File: src/rtl/imem_boot_loader.sv
// Boot loader: streams a program into instruction memory, verifies a 16-bit
// additive checksum, then releases the pipelined CPU with a one-cycle start pulse.
module imem_boot_loader #(
  parameter int ADDR_W     = 9,
  parameter int DATA_W     = 16,
  parameter int START_ADDR = 0
) (
  input  logic              clk,
  input  logic              rst_n,
  input  logic              enable,
  input  logic              load_req,
  input  logic [ADDR_W-1:0] load_len,
  input  logic              in_valid,
  input  logic [DATA_W-1:0] in_data,
  output logic              in_ready,
  output logic              i_we,
  output logic [ADDR_W-1:0] i_addr,
  output logic [DATA_W-1:0] i_dataout,
  output logic              cpu_start,
  output logic              cpu_enable,
  output logic              busy,
  output logic              cksum_err
);

  typedef enum logic [2:0] {IDLE, LOAD, CKSUM, LAUNCH, RUN} state_t;

  state_t            state;
  state_t            state_nxt;
  logic [ADDR_W-1:0] len;
  logic [ADDR_W-1:0] count;
  logic [ADDR_W-1:0] count_inc;
  logic [15:0]       sum;
  logic [15:0]       word16;
  logic              we_q;
  logic              xfer;

  assign xfer      = in_valid && in_ready;
  assign count_inc = count + ADDR_W'(1);
  assign word16    = 16'(in_data);

  always_ff @(posedge clk or negedge rst_n) begin
    if (!rst_n) state <= IDLE;
    else        state <= state_nxt;
  end

  always_comb begin
    state_nxt = state;
    if (enable) begin
      unique case (state)
        IDLE, RUN: if (load_req) state_nxt = (load_len == '0) ? CKSUM : LOAD;
        LOAD:      if (xfer && (count_inc == len)) state_nxt = CKSUM;
        CKSUM:     if (xfer) state_nxt = (word16 == sum) ? LAUNCH : IDLE;
        LAUNCH:    state_nxt = RUN;
        default:   state_nxt = IDLE;
      endcase
    end
  end

  // Write strobe is held pending while disabled so a stalled write is delayed, not lost.
  always_comb begin
    in_ready   = enable && ((state == LOAD) || (state == CKSUM));
    cpu_start  = enable && (state == LAUNCH);
    cpu_enable = (state == RUN);
    busy       = (state == LOAD) || (state == CKSUM) || (state == LAUNCH);
    i_we       = we_q && enable;
  end

  always_ff @(posedge clk or negedge rst_n) begin
    if (!rst_n) begin
      len       <= '0;
      count     <= '0;
      sum       <= '0;
      cksum_err <= 1'b0;
      we_q      <= 1'b0;
      i_addr    <= '0;
      i_dataout <= '0;
    end else if (enable) begin
      we_q <= 1'b0;
      unique case (state)
        IDLE, RUN: begin
          if (load_req) begin
            len       <= load_len;
            count     <= '0;
            sum       <= '0;
            cksum_err <= 1'b0;
          end
        end
        LOAD: begin
          if (xfer) begin
            we_q      <= 1'b1;
            i_addr    <= ADDR_W'(START_ADDR) + count;
            i_dataout <= in_data;
            sum       <= sum + word16;
            count     <= count_inc;
          end
        end
        CKSUM: begin
          if (xfer && (word16 != sum)) cksum_err <= 1'b1;
        end
        default: ;
      endcase
    end
  end

endmodule

File: config.mk
export PLATFORM = sky130hd
export DESIGN_NAME = imem_boot_loader
export DESIGN_NICKNAME = d
export VERILOG_FILES = /design/src/rtl/imem_boot_loader.sv
export SDC_FILE = /design/constraint.sdc
export NUM_CORES = 1
export LEC_CHECK = 0
export CAP_MARGIN = 20
export CORE_MARGIN = 2
export CORE_UTILIZATION = 35
export CTS_BUF_LIST = sky130_fd_sc_hd__clkbuf_16
export DETAILED_ROUTE_END_ITERATION = 8
export HOLD_SLACK_MARGIN = 0.03
export PLACE_DENSITY = 0.6
export SLEW_MARGIN = 40
export SYNTH_ARGS = -nofsm -noshare
export SYNTH_HDL_FRONTEND = slang
export SYNTH_SLANG_ARGS = --single-unit
File: constraint.sdc
create_clock -name clk -period 5.45 [get_ports clk]
set_input_delay 0.8175 -clock clk [delete_from_list [all_inputs] [get_ports clk]]
set_output_delay 0.8175 -clock clk [all_outputs]
set_load 0.05 [all_outputs]
==> results of run 1 <==
## per-layer routing
| layer | wire, um | vias up | track usage [%] |
|---|---|---|---|
| li1 | - | 1611 | - |
| met1 | 4140 | 1561 | 21.1 |
| met2 | 4320 | 66 | 27.8 |
| met4 | 75 | 0 | 5.40 |
| met3 | 359 | 9 | 4.00 |
| met5 | 0 | - | 0 |
## path summary, 6_finish.rpt
path	to	slack [ps]
worst max-delay path	cpu_start	1890
worst max register to register	sum[15]$_DFFE_PN0P_	2720
max in group asynchronous	sum[4]$_DFFE_PN0P_	4470
worst min register to register	i_dataout[2]$_DFFE_PN0P_	470
min in group asynchronous	state[2]$_DFFE_PN0P_	570
worst min-delay path	i_dataout[2]$_DFFE_PN0P_	470
## power by group through the flow
| stage | Combinational, mW | Sequential, mW | Clock (mW) |
|---|---|---|---|
| 2_1_floorplan | 0.717 | 0.960 | 0 |
| 3_3_place_gp | 1.19 | 0.781 | 0 |
| 3_5_place_dp | 1.21 | 0.787 | 0 |
| 4_1_cts | 1.22 | 0.780 | 0.536 |
| 5_1_grt | 1.33 | 0.804 | 0.561 |
| 6_report | 1.21 | 0.778 | 0.519 |
## layout make-up
type / instances / area, um^2 / area share, %
Clock inverter: 7 / 40.0 / 0.851
Sequential cell: 64 / 1600 / 34.0
Multi-Input combinational cell: 336 / 2010 / 42.8
Tap cell: 136 / 170 / 3.62
Inverter: 7 / 26.3 / 0.558
Timing Repair Buffer: 64 / 629 / 13.4
Clock buffer: 9 / 225 / 4.78
## worst register-to-register path, stage by stage, from the launching register on
cell and delay, ps:
dfrtp_1 450, nor2b_1 310, nand3_2 590, buf_4 500
or4b_2 670, o211ai_1 120
## synthesized netlist by cell type (all sizes together), types with 2 or more instances
cell type,instances,share of area (%)
a211oi,5,1.0
a21o,4,0.80
a21oi,15,2.0
a31oi,6,1.0
and2,5,0.83
and2b,2,0.43
and3,8,1.6
buf,9,1.5
clkbuf,14,1.5
dfrtp,64,43
ha,16,5.3
inv,7,0.70
mux2,10,3.0
mux2i,4,1.1
nand2,108,11
nand2b,3,0.50
nand3,23,3.1
nand4,4,0.67
nor2,22,2.2
nor2b,4,0.67
nor3,8,1.1
nor3b,3,0.60
nor4,4,0.67
o211ai,3,0.60
o21a,2,0.40
o21ai,28,3.8
o21bai,5,1.0
o31ai,9,1.9
o41ai,2,0.47
or3,2,0.33
or4b,2,0.53
xnor2,14,3.3
xor2,5,1.2
## cell usage in the layout, fill, tap and decap left out, types with 5 or more instances in the layout
master	synthesis	final
o21ai_0	26	26
clkbuf_16	0	9
xor2_1	5	5
mux2_2	10	10
clkdlybuf4s50_1	0	59
a31oi_1	6	6
inv_1	7	8
dfrtp_1	64	64
nand2_1	108	108
a211oi_1	5	5
ha_1	16	16
nand3_1	23	22
o21bai_1	5	5
a21oi_1	15	15
nor2_1	22	22
xnor2_1	14	14
and3_1	6	5
o31ai_1	8	8
nor3_1	8	8
## per-stage QoR
step	worst slack [ps]	std cells	power (mW)	utilization, %	instance area, um^2
after floorplan	2820	430	1.68	-	3750
after global placement	1770	607	1.97	42.8	4440
after detailed placement	1740	607	2.00	42.8	4440
after CTS	1880	623	2.53	45.4	4710
final	1890	623	2.51	45.4	4710
after global routing	1790	623	2.70	45.4	4710
## registers in the layout (all words and copies together) (netlist names)
name / flops
count: 9
len: 9
sum: 16
i_addr: 9
i_dataout: 16
state: 3
cksum_err: 1
we_q: 1
## cells by family (layout without fill, tap and decap cells)
kind of cell,Yosys count,count (layout)
and+or+nand+nor,202,202
AOI/OAI and AO/OA,84,84
DFF,64,64
buffers and inverters,30,87
xor gates and xnor gates,19,19
adders and majority gates,17,17
muxes,14,14
==> run_results.csv, run 1 <==
group,metric,value,unit
pwr,combPwrFrac,48.2,%
timing,period_share,65.3,%
logic_synthesis,synth_top_family_by_area,"simple AND/OR/NAND/NOR gates",
worst_setup_path,critPathLaunch,"enable",
timing,finalHoldViolCount,0,
finish,nets,529,
worst_setup_path,worstPathMaxFanout,6,
grt,grt-ovfl-total,0,
pwr,power_density,532,nW/um^2
timing,clock.fmax,0.281,GHz
logic_synthesis,syn_inst,430,
grt,antenna_found_initial,0,
floorplanning,die_x,107,um
timing,finalClockSkew,5.55,ps
pwr,p_clk_share,20.7,%
detailed_routing,dr.first_iter.drc_count,117,
pwr,netSwitchingFraction,43.1,%
detailed_routing,drt-wirelength-per-cell,14.3,um
timing,slew-limit-headroom,49.5,%
logic_synthesis,netlist_area,3750,um^2
logic_synthesis,synth-compound-area-share,14.3,%
pwr,max-vdd-ir-drop,0.245,mV
worst_setup_path,critPathTopFamily,"buffers and inverters",
detailed_routing,via_per_inst,5.21,
grt,grt_pass1_wl,15100,um
worst_setup_path,cp.depth,4,
grt,grt_pass1_vias,3199,
pwr,power.switching,1.08,mW
min_path,hold_start,"i_dataout[2]$_DFFE_PN0P_",
place,dp_hpwl,6140,um
floorplanning,die_y,107,um
outcome,status,"finished clean",
floorplanning,coreArea,10400,um^2
place,place_congestion,0.800,
worst_setup_path,arrival,2740,ps
grt,grt_use_total,16.6,%
pwr,p_int,1.43,mW
place,io_buffers,60,
detailed_routing,dr.pass1.iters,4,
clocking,postCtsHoldBufs,0,
worst_setup_path,worstRegToRegCells,5,
detailed_routing,wirelength,8900,um
floorplanning,io_pins,61,
worst_setup_path,cp.required,4630,ps
min_path,min_path_type,"reg2reg",
timing,maxSlewViolCount,0,
worst_setup_path,crit_path_max_incr_delay,810,ps
finish,drive_gt1_share,8.42,%
clocking,cts_sinks,64,
run,cap_violations,0,
logic_synthesis,yosysSeqAreaShare,42.7,%
timing,setup_viol,0,
clocking,cts_resized,0,
logic_synthesis,avgSynthCellArea,8.71,um^2
timing,rsz0062_at_grt,"no",
worst_setup_path,crit_path_start_kind,"input port",
worst_setup_path,cp_slowest_cell,"clkdlybuf4s50_1",
timing,fin_setup_tns,0,ps
logic_synthesis,synth_xor_area_share,4.44,%
timing,holdWs,470,ps
pwr,p_leak,2.10,nW
logic_synthesis,synth_adder_area_share,5.88,%
logic_synthesis,ys_types,53,
clocking,cts_tree,"done",
min_path,min_path_cells,2,
worst_setup_path,critPathCaptureType,"output port",
finish,syn_to_final_growth,25.6,%
worst_setup_path,crit_path_frequent_cell,"clkdlybuf4s50_1",
worst_setup_path,worstSetupPathType,"in2out",
floorplanning,num_rows,37,
worst_setup_path,cp_cell_sequence,"clkdlybuf4s50_1, nor2b_1, and3_1, clkdlybuf4s50_1",
clocking,path_clk_slew,60,ps
detailed_routing,vias,3247,
logic_synthesis,yosys_warnings,0,
logic_synthesis,synth_fp_nets,477,
finish,diodes,0,
timing,worst_slew_pin_slew,756,ps
logic_synthesis,synthFlopType,"dfrtp_1",
logic_synthesis,synth-simple-area-share,24.9,%
detailed_routing,drc,0,
clocking,root_buffer,"clkbuf_16",
worst_setup_path,critPathBufInv,2,
pwr,p_seq_share,31.0,%
grt,grt_max_degree,65,
floorplanning,dieArea,11600,um^2
finish,fillers,1019,
timing,min_period,3560,ps
detailed_routing,ant_nets,0,
clocking,clock_tree.buffer_depth,2,
floorplanning,initial_core_util,36.1,%
worst_setup_path,r2r_start,"state[2]$_DFFE_PN0P_",
clocking,clk_latency,330,ps
logic_synthesis,synth-edff-count,0,
clocking,cts_made_buffers,9,
logic_synthesis,async_flop_share,100,%
logic_synthesis,muxShareOfSynthArea,4.07,%
clocking,cts_setup_buffers,0,
clocking,htreeDepth,3,
logic_synthesis,ys_ff_latch,64,
(Power assumes the default switching activity.)
==> run 2, diff against run 1 <==
clock period = 3.5 ns   (was 5.45 ns; I/O delays follow)
==> run_results.csv, run 2 (same netlist as run 1, synthesis figures left out) <==
group,metric,value,unit
grt,antenna_found_initial,0,
place,dpl.cell_count,608,
timing,setup_viol,0,
pwr,p_int,2.22,mW
finish,fillers,1067,
pwr,power.switching,1.69,mW
worst_setup_path,worstSetupEndpoint,"cpu_start",
pwr,netSwitchingFraction,43.2,%
floorplanning,dieArea,11600,um^2
pwr,p_leak,2.10,nW
floorplanning,die_x,107,um
floorplanning,coreArea,10400,um^2
timing,rsz0062_at_grt,"no",
pwr,p_seq_share,31.0,%
worst_setup_path,r2r_start,"sum[0]$_DFFE_PN0P_",
clocking,cts_setup_buffers,0,
pwr,power_density,830,nW/um^2
finish,syn_to_final_growth,25.7,%
worst_setup_path,reg2reg_setup_slack,1070,ps
pwr,combPwrFrac,48.5,%
finish,reg_top3,"i_dataout x16, sum x16",
grt,grt_max_degree,43,
timing,worst_slew_pin_slew,655,ps
worst_setup_path,critPathTopFamily,"buffers and inverters",
timing,fin_setup_tns,0,ps
finish,nets,530,
timing,clock.fmax,0.326,GHz
floorplanning,initial_core_util,36.1,%
timing,min_period,3070,ps
worst_setup_path,cp.depth,4,
clocking,clk_latency,330,ps
floorplanning,die_y,107,um
floorplanning,num_rows,37,
pwr,p_clk_share,20.5,%
timing,finalHoldViolCount,0,
worst_setup_path,crit_path_start_kind,"input port",
finish,drive_gt1_share,8.20,%
detailed_routing,drc,0,
worst_setup_path,critPathLaunch,"enable",
timing,finalClockSkew,5.17,ps
detailed_routing,dr.pass1.iters,4,
grt,grt_use_total,17.1,%
timing,slew-limit-headroom,56.3,%
detailed_routing,drt-wirelength-per-cell,14.7,um
floorplanning,io_pins,61,
detailed_routing,ant_nets,0,
clocking,root_buffer,"clkbuf_16",
timing,period_share,87.6,%
clocking,cts_tree,"done",
finish,final_cells,624,
clocking,cts_made_buffers,9,
finish,layout_commonest_cell,"nand2_1",
clocking,postCtsHoldBufs,0,
grt,grt_pass1_wl,15700,um
outcome,status,"finished clean",
clocking,cts_resized,0,
worst_setup_path,cp_cell_sequence,"clkdlybuf4s50_1, nor2b_1, and3_1, clkdlybuf4s50_1",
clocking,cts_sinks,64,
worst_setup_path,worstSetupPathType,"in2out",
worst_setup_path,crit_path_frequent_cell,"clkdlybuf4s50_1",
finish,diodes,0,
clocking,htreeDepth,3,
detailed_routing,vias,3278,
worst_setup_path,cp_slowest_cell,"clkdlybuf4s50_1",
timing,maxSlewViolCount,0,
detailed_routing,wirelength,9150,um
worst_setup_path,critPathCaptureType,"output port",
clocking,clock_tree.buffer_depth,2,
worst_setup_path,worstPathMaxFanout,6,
worst_setup_path,arrival,2540,ps
place,dp_hpwl,6420,um
finish,multi_input_area,2010,um^2
pwr,max-vdd-ir-drop,0.311,mV
detailed_routing,via_per_inst,5.25,
detailed_routing,dr.first_iter.drc_count,108,
worst_setup_path,crit_path_max_incr_delay,810,ps
run,cap_violations,0,
worst_setup_path,worstRegToRegCells,8,
worst_setup_path,critPathBufInv,2,
grt,grt-ovfl-total,0,
worst_setup_path,cp.required,2970,ps
finish,layout_common_cells,"nand2_1, dfrtp_1, clkdlybuf4s50_1",
grt,grt_pass1_vias,3299,
place,place_congestion,0.812,
min_path,min_path_type,"in2async",
clocking,path_clk_slew,50,ps
worst_setup_path,r2r_end,"sum[12]$_DFFE_PN0P_",
finish,ff_latch_area,1600,um^2
place,io_buffers,60,
==> run 2: power groups by stage <==
| stage | Sequential [mW] | Clock [mW] | Combinational, mW |
|---|---|---|---|
| CTS | 1.21 | 0.817 | 1.91 |
| global route | 1.25 | 0.854 | 2.09 |
| finish | 1.21 | 0.802 | 1.89 |
| floorplan | 1.49 | 0 | 1.12 |
| detailed placement | 1.23 | 0 | 1.90 |
| global placement | 1.21 | 0 | 1.86 |
==> run 2: metal layers <==
layer  track usage (%)  vias to the layer above  wire length, um
met3              3.57                       11              372
met4              5.40                        0              103
met1              21.9                     1590             4240
met5                 0                        -                0
li1                  -                     1617                -
met2              28.8                       60             4440
==> run 2: worst min-delay path by stage <==
stage                             startpoint                  endpoint  slack [ps]  cells after the start
floorplan                              rst_n     cksum_err$_DFFE_PN0P_         230                      0
detailed placement  i_dataout[6]$_DFFE_PN0P_  i_dataout[6]$_DFFE_PN0P_         460                      2
global placement    i_dataout[5]$_DFFE_PN0P_  i_dataout[5]$_DFFE_PN0P_         460                      2
finish                                 rst_n          we_q$_DFFE_PN0P_         180                      1
CTS                                    rst_n  i_dataout[0]$_DFFE_PN0P_         210                      1
global route                           rst_n        len[0]$_DFFE_PN0P_         230                      1
==> run 2: per-stage QoR <==
| step | util, % | worst slack (ps) | instance area, um^2 | power, mW | hold WS [ps] |
|---|---|---|---|---|---|
| 2_1_floorplan | - | 1160 | 3750 | 2.61 | 229 |
| 3_3_place_gp | 42.9 | 494 | 4440 | 3.07 | 457 |
| 3_5_place_dp | 42.9 | 456 | 4450 | 3.13 | 464 |
| 4_1_cts | 45.4 | 431 | 4710 | 3.94 | 210 |
| 5_1_grt | 45.4 | 346 | 4710 | 4.20 | 228 |
| 6_report | 45.4 | 433 | 4710 | 3.91 | 177 |
==> run 2: layout make-up <==
class                           count  area share [%]
Tap cell                          136            3.61
Multi-Input combinational cell    336            42.7
Sequential cell                    64            34.0
Inverter                            7           0.558
Timing Repair Buffer               65            13.5
Clock buffer                        9            4.78
Clock inverter                      7           0.850
